### config.mk
export PLATFORM = sky130hd
export DESIGN_NAME = regfile_2r1w_sb
export DESIGN_NICKNAME = d
export VERILOG_FILES = /design/src/rtl/regfile_pkg.sv /design/src/rtl/regfile_scoreboard.sv /design/src/rtl/regfile_2r1w_sb.sv
export SDC_FILE = /design/constraint.sdc
export NUM_CORES = 1
export LEC_CHECK = 0
export BUFFER_PORTS_ARGS = -buffer_cell sky130_fd_sc_hd__buf_4
export CAP_MARGIN = 15
export CORE_ASPECT_RATIO = 0.6
export CORE_MARGIN = 4
export CORE_UTILIZATION = 60
export DETAILED_ROUTE_END_ITERATION = 8
export GPL_ROUTABILITY_DRIVEN = 0
export PLACE_DENSITY_LB_ADDON = 0.12
export SLEW_MARGIN = 10
export SYNTH_ARGS = -nofsm -noshare
export SYNTH_HDL_FRONTEND = slang
export SYNTH_HIERARCHICAL = 1
export SYNTH_SLANG_ARGS = --single-unit
### constraint.sdc
create_clock -name clk -period 5.1 [get_ports clk]
set_input_delay 0.765 -clock clk [delete_from_list [all_inputs] [get_ports clk]]
set_output_delay 0.765 -clock clk [all_outputs]
set_load 0.05 [all_outputs]
### src/rtl/regfile_pkg.sv
// Shared constants and helpers for the 2-read/1-write register file with busy scoreboard.
package regfile_pkg;

    localparam int REGFILE_WIDTH = 16;
    localparam int REGFILE_DEPTH = 8;

    // True when a read port must take the in-flight write data instead of storage.
    function automatic logic bypass_sel(input logic        wr_en,
                                        input int unsigned wr_addr,
                                        input int unsigned rd_addr,
                                        input logic        zero_reg);
        return wr_en && (wr_addr == rd_addr) && !(zero_reg && (rd_addr == 0));
    endfunction

endpackage

### src/rtl/regfile_scoreboard.sv
// Per-register busy flags: reserved by the decoder, released by write-back.
module regfile_scoreboard
    import regfile_pkg::*;
#(
    parameter int DEPTH    = REGFILE_DEPTH,
    parameter bit ZERO_REG = 1'b0,
    localparam int AW      = $clog2(DEPTH)
) (
    input  logic             clk,
    input  logic             rst_n,
    input  logic             wr_en,
    input  logic [AW-1:0]    wr_addr,
    input  logic             rsv_en,
    input  logic [AW-1:0]    rsv_addr,
    input  logic [AW-1:0]    rd_addr_a,
    input  logic [AW-1:0]    rd_addr_b,
    output logic             rsv_ok,
    output logic             busy_a,
    output logic             busy_b,
    output logic [DEPTH-1:0] busy_vec
);

    logic [DEPTH-1:0] busy_q;
    logic [DEPTH-1:0] busy_d;
    logic             rsv_zero;

    assign rsv_zero = ZERO_REG && (rsv_addr == '0);

    // A release landing on the requested register this cycle frees it for the new reservation.
    assign rsv_ok = rsv_en
                    && (!busy_q[rsv_addr] || (wr_en && (wr_addr == rsv_addr)))
                    && !rsv_zero;

    always_comb begin
        busy_d = busy_q;
        if (wr_en) begin
            busy_d[wr_addr] = 1'b0;
        end
        if (rsv_ok) begin
            busy_d[rsv_addr] = 1'b1;
        end
    end

    always_ff @(posedge clk or negedge rst_n) begin
        if (!rst_n) begin
            busy_q <= '0;
        end else begin
            busy_q <= busy_d;
        end
    end

    assign busy_a   = busy_q[rd_addr_a] && !(wr_en && (wr_addr == rd_addr_a));
    assign busy_b   = busy_q[rd_addr_b] && !(wr_en && (wr_addr == rd_addr_b));
    assign busy_vec = busy_q;

endmodule

### src/rtl/regfile_2r1w_sb.sv
// Register file: two combinational read ports with write-through bypass, one write port,
// and a reserve/release busy scoreboard between decoder and datapath.
module regfile_2r1w_sb
    import regfile_pkg::*;
#(
    parameter int WIDTH    = REGFILE_WIDTH,
    parameter int DEPTH    = REGFILE_DEPTH,
    parameter bit ZERO_REG = 1'b0,
    localparam int AW      = $clog2(DEPTH)
) (
    input  logic             clk,
    input  logic             rst_n,
    input  logic             wr_en,
    input  logic [AW-1:0]    wr_addr,
    input  logic [WIDTH-1:0] wr_data,
    input  logic [AW-1:0]    rd_addr_a,
    output logic [WIDTH-1:0] rd_data_a,
    output logic             busy_a,
    input  logic [AW-1:0]    rd_addr_b,
    output logic [WIDTH-1:0] rd_data_b,
    output logic             busy_b,
    input  logic             rsv_en,
    input  logic [AW-1:0]    rsv_addr,
    output logic             rsv_ok,
    output logic [DEPTH-1:0] busy_vec
);

    // Flop array rather than RAM so that reset can clear every entry at once.
    logic [WIDTH-1:0] mem [DEPTH];
    logic             wr_store;
    logic             byp_a;
    logic             byp_b;

    assign wr_store = wr_en && !(ZERO_REG && (wr_addr == '0));

    always_ff @(posedge clk or negedge rst_n) begin
        if (!rst_n) begin
            for (int i = 0; i < DEPTH; i++) begin
                mem[i] <= '0;
            end
        end else if (wr_store) begin
            mem[wr_addr] <= wr_data;
        end
    end

    assign byp_a = bypass_sel(wr_en, 32'(wr_addr), 32'(rd_addr_a), ZERO_REG);
    assign byp_b = bypass_sel(wr_en, 32'(wr_addr), 32'(rd_addr_b), ZERO_REG);

    assign rd_data_a = byp_a ? wr_data : mem[rd_addr_a];
    assign rd_data_b = byp_b ? wr_data : mem[rd_addr_b];

    regfile_scoreboard #(
        .DEPTH    (DEPTH),
        .ZERO_REG (ZERO_REG)
    ) u_scoreboard (
        .clk       (clk),
        .rst_n     (rst_n),
        .wr_en     (wr_en),
        .wr_addr   (wr_addr),
        .rsv_en    (rsv_en),
        .rsv_addr  (rsv_addr),
        .rd_addr_a (rd_addr_a),
        .rd_addr_b (rd_addr_b),
        .rsv_ok    (rsv_ok),
        .busy_a    (busy_a),
        .busy_b    (busy_b),
        .busy_vec  (busy_vec)
    );

endmodule

=== Word level (Yosys, flattened, before mapping) ===
Cells that the tools add are included.

* $lt $le $gt $ge: 10
* Reduce and logical (&&, ||, !) cells: 13
* Eq/ne operators: 3
* Bitwise logic cells: 6
* Mux-type cells: 23

{| class="wikitable"
|+ Operators by type and width
! cell !! count
|-
| 128-bit bitwise mux || 1
|-
| 16-bit two-way mux || 7
|-
| 16-bit binary-select mux with 3-bit select || 2
|-
| 16-bit demux with 3-bit select || 1
|-
| 3-bit by 4-bit < comparator with 1-bit output, second input constant || 4
|-
| 8-bit two-way mux || 2
|-
| 4-bit greater-or-equal comparator, second input constant || 3
|-
| 3-bit inverter with 4-bit output || 3
|-
| 1-bit binary-select mux with 3-bit select || 3
|-
| 3-bit equality test || 3
|-
| 1-bit logical AND || 9
|-
| 8-bit AND || 1
|-
| 8-bit inverter || 1
|-
| 8-bit OR || 1
|-
| 1-bit demux with 3-bit select || 2
|-
| 3-bit by 1-bit greater-or-equal comparator with 1-bit output, second input constant || 2
|-
| 1-bit two-way mux || 5
|-
| 4-bit by 1-bit < comparator with 1-bit output, second input constant || 1
|-
| 1-bit zero test || 3
|-
| 1-bit logical OR || 1
|}

* Word-level logic and storage cells: 64
* Input bits: 32
* Register bits after elaboration: 136

=== Depth between registers and ports, before layout ===
* Word-level depth: 9
* Gate-level depth with buffers: 6
* Mapped depth without buffers: 4

=== Hierarchy ===
The synthesis kept the hierarchy.

{| class="wikitable"
|+ By module, submodules not included
! module !! times used !! cells each !! area an instance (µm²) !! sequential area each (µm²)
|-
| regfile_2r1w_sb || 1 || 452 || 7508.5 || 3203.1
|-
| regfile_scoreboard || 1 || 73 || 691.9 || 200.2
|}

=== Worst setup path before layout ===
Ideal clock, no wire load.

* Path type: input -> output
* Start: input port wr_addr[2]
* End: output port rsv_ok
* Required time: 4.335 ns
* Stages: 5
* Buffers on the path: 1
* Slack: 1.823 ns
* Arrival time: 2.512 ns
* Cell sequence: buf_2 xor2_1 nor2_1 nand3_1 a21boi_0

* Word-level cells in the longest chain between the ends: 4

{| class="wikitable"
|+ RTL lines
! element !! RTL line !! text
|-
| start, declared || regfile_2r1w_sb.sv:14 || <nowiki>input logic [AW-1:0] wr_addr,</nowiki>
|-
| 3-bit equality test || regfile_scoreboard.sv:31 || <nowiki>&& (!busy_q[rsv_addr] || (wr_en && (wr_addr == rsv_addr)))</nowiki>
|-
| 1-bit logical AND || regfile_scoreboard.sv:31 ||
|-
| 1-bit logical OR || regfile_scoreboard.sv:31 ||
|-
| 1-bit logical AND || regfile_scoreboard.sv:31 ||
|-
| end, declared || regfile_2r1w_sb.sv:24 || <nowiki>output logic rsv_ok,</nowiki>
|}

Every way passes these cells.

=== Final worst setup path ===
* Start: input port rd_addr_b[0]
* End: output port rd_data_b[4]

* Word-level cells in the longest chain between the ends: 5
* Elaborated cells between the ends (all ways): 7
* Classes of those cells: eq/ne (1); mux (4); bitwise (1); reduce/logical (1)

{| class="wikitable"
|+ RTL lines
! element !! RTL line !! text
|-
| start, declared || regfile_2r1w_sb.sv:19 || <nowiki>input logic [AW-1:0] rd_addr_b,</nowiki>
|-
| 3-bit inverter with 4-bit output (not written as such) || regfile_2r1w_sb.sv:50 || <nowiki>assign rd_data_b = byp_b ? wr_data : mem[rd_addr_b];</nowiki>
|-
| 16-bit binary-select mux with 3-bit select || regfile_2r1w_sb.sv:50 ||
|-
| 16-bit two-way mux (not written as such) (2 in series) || regfile_2r1w_sb.sv:50 ||
|-
| 16-bit two-way mux * || regfile_2r1w_sb.sv:50 ||
|-
| end, declared || regfile_2r1w_sb.sv:20 || <nowiki>output logic [WIDTH-1:0] rd_data_b,</nowiki>
|}

Mark *: on every way between the ends. The rest lies on a longest branch, timed or not. The select of a mux whose other input is x is not followed.

==> Flow_metrics.wiki <==
{| class="wikitable"
! Metric !! Value
|-
| CTS Buf Count || 17
|-
| Internal cell power || 2.89 mW
|-
| Max-slew violation total from the final report || 0
|-
| Sequential cell area || 3400 µm²
|-
| Asr flop ratio synth || 100%
|-
| I/O pins || 75
|-
| Min cycle time layout || 3700 ps
|-
| Final count of negative-setup-slack endpoints || 0
|-
| Synthesized Nets || 557
|-
| Height of the die || 98.6 µm
|-
| TritonRoute pass-1 iters || 5
|-
| Maximum number of pins on one net before global-route repair || 55
|-
| Largest cells by area after synthesis || sky130_fd_sc_hd__dfrtp_1 (42%), sky130_fd_sc_hd__mux2_2 (25%), sky130_fd_sc_hd__mux4_1 (19%), sky130_fd_sc_hd__mux4_2 (2.2%), sky130_fd_sc_hd__mux2_4 (2.0%)
|-
| P&R area growth vs syn || 14.8%
|-
| Synth Cell Area || 8200 µm²
|-
| Share of total power in combinational logic || 32.4%
|-
| Wire length of the first global-routing pass || 30.7 mm
|-
| Total overflow reported by the global router || 0
|-
| # fillers || 846
|-
| Hold bufs inserted after CTS || 0
|-
| Portion of synthesized cell area occupied by the leading cell type || 41.5%
|-
| Switching part of the total power || 32.0%
|-
| Depth of the CTS H-tree || 4
|-
| Final worst-path cycle share || 72.6%
|-
| Post-detailed-route count of antenna-violating nets || 0
|-
| FP Rows || 32
|-
| Final routed DRC violation total || 0
|-
| RSZ-0062 raised after global routing || false
|-
| Clock tree from TritonCTS || built
|-
| Required arrival time at the worst endpoint || 4340 ps
|-
| Synth Register Bits || 136
|-
| Part of the total power dissipated in the clock network || 32.3%
|-
| NetSw || 1.36 mW
|-
| Endpoint kind of the worst setup timing path || output port
|-
| Reg clk slew, reported paths || 60 ps
|-
| Number of synthesis warnings || 6
|-
| Initial DRC count || 299
|-
| Worst setup timing slack at the placement stage || 1420 ps
|-
| Number of buffer cells added on primary ports || 74
|-
| Critical path cell sequence || buf_4, xnor2_1, nand4_1, buf_4, mux2_4, buf_4
|-
| Clock latency at the later pin of the worst-skew pair || 420 ps
|-
| Final-layout worst hold slack || 368 ps
|-
| Sum of net half-perimeters after detailed placement || 11.6 mm
|-
| Bufs on Longest Clock Path || 2
|-
| Most frequently used cell type in the post-synthesis netlist || sky130_fd_sc_hd__mux2_2
|-
| Routed wire length || 19.2 mm
|-
| Area of combinational cells with multiple inputs || 4500 µm²
|-
| Top cell types by occurrence after synthesis || sky130_fd_sc_hd__mux2_2 (181), sky130_fd_sc_hd__dfrtp_1 (136), sky130_fd_sc_hd__mux4_1 (60)
|-
| Count of nets after finishing || 609
|-
| Slew @ Worst Pin || 714 ps
|-
| Max-capacitance violation count || 0
|-
| Fin worst setup slack || 1400 ps
|-
| Static Leakage || 4.09 nW
|-
| Cell area power density || 452 nW/µm²
|-
| Root Buffer || sky130_fd_sc_hd__clkbuf_16
|-
| Total setup buffers inserted after CTS || 0
|-
| Worst min-delay path category || primary input to async pin
|-
| Largest area contributor in the netlist || sky130_fd_sc_hd__dfrtp_1
|-
| DR vias || 5,119
|-
| Avg Synthesized Cell Area || 15.6 µm²
|-
| Total count of hold-check failures in the final report || 0
|-
| Result of the run || finished clean
|-
| Number of vias per cell after detailed routing || 6.74
|-
| Number of synthesized flops with an enable pin || 0
|-
| Area of the core || 13,100 µm²
|-
| Share of layout cells above drive strength 1 || 54.8%
|-
| Number of antenna diodes || 0
|-
| Instance count of the mapped netlist || 525
|-
| Clock tree sinks || 136
|-
| Prevailing post-synth register cell || sky130_fd_sc_hd__dfrtp_1
|-
| Total die area || 15,700 µm²
|-
| Startpoint types || primary input
|-
| Sequential group share of total power || 35.3%
|-
| Max IR drop VDD || 0.294 mV
|-
| Initial Utilization || 62.6%
|-
| Tightest slew margin relative to the limit || 52.2%
|-
| Via count of the first global-routing pass || 5,347
|-
| Total track usage || 25.3%
|-
| Cells resized by post-CTS repair || 0
|-
| Most used cell along the critical path || sky130_fd_sc_hd__buf_4
|-
| Die W || 159 µm
|-
| Critical Path AT || 2940 ps
|-
| Synth unique cells || 31
|-
| Post-synthesis sequential area ratio || 41.5%
|-
| Layout Skew || 1.18 ps
|-
| Slowest stage delay, CP || 530 ps
|-
| Maximum clock frequency || 0.270 GHz
|-
| Routed len/inst || 25.3 µm
|-
| Library cell contributing the largest single delay on the critical path || sky130_fd_sc_hd__nand4_1
|-
| CP max FO || 36
|-
| Number of antenna violations at the first check in global routing || 0
|-
| Total Neg Setup Slack || 0 ps
|-
| Critical path class || primary input to output port
|}
-- cell usage in the layout, fill, tap and decap left out, drive strengths merged --
master / count
mux2: 192
clkinv: 2
nand3: 5
buf: 86
clkinvlp: 3
clkbuf: 20
o22a: 2
o31ai: 2
xnor2: 11
nor2: 1
or2: 1
nor3b: 2
mux2i: 4
mux4: 68
xor2: 2
nor3: 2
a32oi: 2
dfrtp: 136
nor2b: 3
nand2: 5
and2: 1
a21boi: 1
inv: 1
bufinv: 5
nand4: 5
nand2b: 6
nand4b: 3
o21ai: 18
-- power by group through the flow --
stage | Combinational, mW | Clock [mW] | Sequential, mW
6_report | 1.38 | 1.37 | 1.50
5_1_grt | 1.45 | 1.43 | 1.54
2_1_floorplan | 1.01 | 0 | 1.51
4_1_cts | 1.38 | 1.38 | 1.50
3_3_place_gp | 1.35 | 0 | 1.49
3_5_place_dp | 1.37 | 0 | 1.51
-- registers in the layout (all words and copies together), names as in the netlist --
name and cells:
u_scoreboard/busy_vec 8, mem 128
-- final timing paths --
path	startpoint	endpoint	slack, ps	cells after the start
worst min-delay path	rst_n	u_scoreboard/busy_vec[2]	370	1
worst max-delay path	rd_addr_b[0]	rd_data_b[4]	1400	6
worst max register to register	u_scoreboard/busy_vec[4]	u_scoreboard/busy_vec[3]	3750	4
max in group asynchronous	rst_n	mem[12]	3570	2
min in group clk	mem[102]	mem[102]	510	1
worst min register to register	mem[102]	mem[102]	510	1
-- critical path: cells and delay by family --
family / cells / cell delay [ps]
mux: 1 / 300
buf+inv: 3 / 1130
xor+xnor: 1 / 190
simple gates: 1 / 530
-- cell type report --
cell class	count	share of cell area, %
sequential	136	36.2
tap	170	2.26
clock inverter	11	2.07
multi-input combinational	336	47.8
timing repair buffer	86	6.86
clock buffer	20	4.85
-- stage by stage --
step	cell area (µm²)	instances	util (%)	power, mW
floorplan	8200	525	-	2.52
global placement	8760	728	66.9	2.83
detailed placement	8760	728	66.9	2.89
CTS	9410	759	71.9	4.27
global route	9410	759	71.9	4.42
finish	9410	759	71.9	4.25
-- layer usage --
layer / GRT usage (%) / vias to the layer above / part of all wire [%]
met5: 0 / - / 0
li1: - / 2196 / -
met4: 5.33 / 0 / 0.85
met3: 5.60 / 20 / 5.4
met1: 37.4 / 2721 / 47
met2: 39.3 / 182 / 47
-- cell families after synthesis --
family                 Yosys count  synth area share (%)
multiplexers                   264                  48.8
flip-flops                     136                  41.5
buffers and inverters           53                  3.66
AND/OR/NAND/NOR                 34                  2.67
AO/OA/AOI/OAI                   25                  2.00
XOR/XNOR                        13                  1.39
Power figures use the tool's default switching activity.
